## config.mk

```make
export PLATFORM = sky130hd
export DESIGN_NAME = serial_parity_receiver
export DESIGN_NICKNAME = d
export VERILOG_FILES = /design/src/rtl/serial_parity_pkg.sv /design/src/rtl/serial_parity_shreg.sv /design/src/rtl/serial_parity_receiver.sv
export SDC_FILE = /design/constraint.sdc
export NUM_CORES = 1
export LEC_CHECK = 0
export ABC_AREA = 0
export BUFFER_PORTS_ARGS = -buffer_cell sky130_fd_sc_hd__buf_2
export CORE_UTILIZATION = 58
export CTS_CLUSTER_SIZE = 28
export DETAILED_ROUTE_END_ITERATION = 12
export PLACE_DENSITY = 0.84
export SLEW_MARGIN = 10
export SYNTH_ARGS = -nofsm -noshare
export SYNTH_HDL_FRONTEND = slang
export SYNTH_SLANG_ARGS = --single-unit
```

## constraint.sdc

```tcl
create_clock -name clk -period 2.9 [get_ports clk]
set_input_delay 0.435 -clock clk [delete_from_list [all_inputs] [get_ports clk]]
set_output_delay 0.435 -clock clk [all_outputs]
set_load 0.01 [all_outputs]
```

## src/rtl/serial_parity_pkg.sv

```systemverilog
// Shared types and constants for the serial parity receiver.
// SERIAL_PARITY_ODD_EN selects odd (defined) or even (undefined) parity.
package serial_parity_pkg;

  localparam int DATA_W_DEF = 8;

  typedef enum logic [1:0] {
    IDLE   = 2'd0,
    DATA   = 2'd1,
    PARITY = 2'd2,
    STOP   = 2'd3
  } rx_state_t;

`ifdef SERIAL_PARITY_ODD_EN
  localparam logic PAR_EXP = 1'b1;
`else
  localparam logic PAR_EXP = 1'b0;
`endif

  // acc is the XOR of all data bits and the parity bit
  function automatic logic par_bad(input logic acc);
    return acc != PAR_EXP;
  endfunction

endpackage

```

## src/rtl/serial_parity_shreg.sv

```systemverilog
// LSB-first shift register: new bits enter at the MSB and move down.
// Ports: clk, rst (sync), clr, en, din -> q (W bits).
module serial_parity_shreg #(
  parameter int W = 8
) (
  input  logic         clk,
  input  logic         rst,
  input  logic         clr,
  input  logic         en,
  input  logic         din,
  output logic [W-1:0] q
);

  always_ff @(posedge clk) begin
    if (rst || clr) begin
      q <= '0;
    end else if (en) begin
      q <= {din, q[W-1:1]};
    end
  end

endmodule

```

## src/rtl/serial_parity_receiver.sv

```systemverilog
// Serial frame receiver: start, DATA_W bits LSB-first, parity, stop.
// Ports: clk, rst, sin, bit_en in; dout, dvalid, perr, ferr, busy out.
// Parity sense set by SERIAL_PARITY_ODD_EN (see serial_parity_pkg).
module serial_parity_receiver
  import serial_parity_pkg::*;
#(
  parameter int DATA_W = DATA_W_DEF
) (
  input  logic              clk,
  input  logic              rst,
  input  logic              sin,
  input  logic              bit_en,
  output logic [DATA_W-1:0] dout,
  output logic              dvalid,
  output logic              perr,
  output logic              ferr,
  output logic              busy
);

  localparam int CNT_W = $clog2(DATA_W + 1);
  localparam logic [CNT_W-1:0] CNT_LAST =
    CNT_W'(DATA_W - 1);

  rx_state_t         state;
  rx_state_t         state_nx;
  logic [CNT_W-1:0]  cnt;
  logic [CNT_W-1:0]  cnt_nx;
  logic              par;
  logic              par_nx;
  logic [DATA_W-1:0] dout_nx;
  logic              dvalid_nx;
  logic              perr_nx;
  logic              ferr_nx;
  logic              sh_clr;
  logic              sh_en;
  logic [DATA_W-1:0] sh_q;

  serial_parity_shreg #(
    .W (DATA_W)
  ) u_shreg (
    .clk (clk),
    .rst (rst),
    .clr (sh_clr),
    .en  (sh_en),
    .din (sin),
    .q   (sh_q)
  );

  always_ff @(posedge clk) begin
    if (rst) begin
      state  <= IDLE;
      cnt    <= '0;
      par    <= 1'b0;
      dout   <= '0;
      dvalid <= 1'b0;
      perr   <= 1'b0;
      ferr   <= 1'b0;
    end else begin
      state  <= state_nx;
      cnt    <= cnt_nx;
      par    <= par_nx;
      dout   <= dout_nx;
      dvalid <= dvalid_nx;
      perr   <= perr_nx;
      ferr   <= ferr_nx;
    end
  end

  // Everything but dvalid holds while bit_en is low;
  // dvalid always drops after one cycle.
  always_comb begin
    state_nx  = state;
    cnt_nx    = cnt;
    par_nx    = par;
    dout_nx   = dout;
    dvalid_nx = 1'b0;
    perr_nx   = perr;
    ferr_nx   = ferr;
    sh_clr    = 1'b0;
    sh_en     = 1'b0;
    if (bit_en) begin
      unique case (state)
        IDLE: begin
          if (!sin) begin
            state_nx = DATA;
            cnt_nx   = '0;
            par_nx   = 1'b0;
            sh_clr   = 1'b1;
          end
        end
        DATA: begin
          sh_en  = 1'b1;
          par_nx = par ^ sin;
          cnt_nx = cnt + CNT_W'(1);
          if (cnt == CNT_LAST) begin
            state_nx = PARITY;
          end
        end
        PARITY: begin
          par_nx   = par ^ sin;
          state_nx = STOP;
        end
        STOP: begin
          // no start-bit check here; IDLE sees the next 0
          dout_nx   = sh_q;
          dvalid_nx = 1'b1;
          perr_nx   = par_bad(par);
          ferr_nx   = ~sin;
          state_nx  = IDLE;
        end
      endcase
    end
  end

  assign busy = (state != IDLE);

endmodule

```

==> metrics.csv <==
metric,value,unit
timing.hold.ws,0.4266,ns
ir_drop,0.3427,mV
fill_cells,149,
status,finished clean,
cts_made_buffers,3,
port_buffers,15,
core,1745,sq um
cp-end-kind,output pin,
initial_core_util,0.6244,
total_power,668.1,uW
drt-total-wl,1.851,mm
syn-num-nets,142,
cts_tree,built,
drive_gt1_frac,0.1458,
skew,0.01186,ns
antenna_found_initial,0,
htreeDepth,1,
io_pins,16,
hp-start,sin,
rsz0062_at_grt,false,
final_common_cell,nand2_1,
relSlewSlack,0.7042,
ys_seq_area_frac,0.4776,
rrSetupSlack,1.27,ns
viasPerCell,5.172,
reg2reg_depth,6,
layout_common_cells,"nand2_1 (30), dfxtp_1 (26), a21oi_1 (20)",
rows,15,
hp-class,primary input to flop,
die_w,45.35,um
grt_use_total,0.2012,
setup_violations,0,
maxCapViolCount,0,
fmax,0.5859,GHz
synth_cell_types,23,
power_density,546.5,nW/um^2
avgSynthCellArea,8.256,sq um
grt_max_degree,20,
start_kind,flop,
drt_iter0_drc,30,
overflow,0,
period_needed,1.707,ns
layout.core_utilization,0.7004,
ys_ff_latch,26,
maxSlewViolCount,0,
dieArea,2056,sq um
grt_pass1_wl,3.015,mm
worst_pin_slew,0.4437,ns
yosysWarnings,0,
cp.required,2.47,ns
cts-root-buf,clkbuf_4,
die_h,45.35,um
arrival,1.27,ns
gp_congestion,0.7573,
clk_path_buf_depth,2,
hpwlAfterDp,1.385,mm
post_cts_buffers,0,
fin_nets,155,
finalCritPeriodShare,0.5885,
cts_hold_buf,0,
wl_per_cell,10.95,um
p_leak,0.0004761,uW
report.final.hold_viol_count,0,
worstHoldPathCells,3,
finalSetupTns,0,ns
r2r_end,par,
cts_sinks,26,
vias,874,
syn_to_final_growth,12.17,%
synthCells,132,
antennaDiodeCount,0,
antenna_left,0,
path_class,flop to output pin,
min_to,u_shreg.q[7],
cts.repair.resized,0,
critPathMaxFanout,5,
r2r_start,state[0],
firstDrtPassIters,4,
drc,0,
first_global_vias,706,
clkLatencyLatePin,0.31,ns
clk_pin_slew,0.14,ns
syn_area,1090,sq um
critical path: stages, from the launching register on:
cell and delay, ns:
dfxtp_1 0.41, inv_1 0.10, ha_1 0.27, inv_1 0.07, buf_2 0.12
sequential cells by signal, indices dropped and copies added, names as in the netlist:
name       count
par            1
u_shreg.q      8
ferr           1
dvalid         1
state          2
perr           1
cnt            4
dout           8
cells by family after synthesis:
group | share of synthesized area
flops | 0.4776
compound gates | 0.1504
simple gates | 0.2434
xor+xnor | 0.01608
mux | 0.009185
buf+inv | 0.03444
fa+ha+maj | 0.06888
worst max path at each step:
| stage | start | to | slack, ns | depth (start not counted) |
|---|---|---|---|---|
| floorplan | state[0] | par | 1.45 | 6 |
| global placement | state[0] | state[1] | 1.35 | 6 |
| detailed placement | state[0] | par | 1.29 | 6 |
| CTS | state[0] | busy | 1.17 | 4 |
| global route | state[0] | busy | 1.11 | 4 |
| finish | state[0] | busy | 1.19 | 4 |
metal layers:
metal,track usage,vias up,wire (um)
met2,0.3130,21,811
met1,0.2864,386,958
met4,0.05455,0,13
met3,0.03600,2,68
met5,0,-,0
li1,-,465,-
metrics by stage:
| stage | setup WS (ns) | instances | cell area (sq um) |
|---|---|---|---|
| 3_3_place_gp | 1.350 | 165 | 1170 |
| 3_5_place_dp | 1.290 | 165 | 1170 |
| 6_report | 1.193 | 169 | 1222 |
| 2_1_floorplan | 1.446 | 132 | 1090 |
| 4_1_cts | 1.165 | 169 | 1222 |
| 5_1_grt | 1.107 | 169 | 1222 |
final cells by class:
class	count	area, sq um	area share
clock buffers	3	22.52	0.01842
well taps	25	31.28	0.02559
multi-input cells	96	531.8	0.4350
flip-flops and latches	26	520.5	0.4258
repair buffers	15	75.07	0.06141
inverters	3	11.26	0.009212
clock inverters	1	30.03	0.02457
Yosys cell counts, drive strengths merged:
master,count,area share
buf,1,0.0034
and3,1,0.0057
nand2,30,0.10
nor2,8,0.028
nand3,8,0.037
a211oi,1,0.0069
nor3,2,0.0092
o211ai,2,0.014
o21ai,2,0.0092
ha,6,0.069
a21boi,2,0.021
inv,3,0.010
and2,1,0.0057
xor2,2,0.016
dfxtp,26,0.48
mux2i,1,0.0092
nand3b,3,0.021
a21oi,20,0.092
nand2b,2,0.011
or3,1,0.0057
nor2b,3,0.017
clkbuf,6,0.021
a32oi,1,0.0080
power breakdown:
part | internal [uW] | switching (uW)
logic | 21.4 | 40.9
registers | 362 | 4.06
clock network | 140 | 100
(Power assumes the default switching activity.)
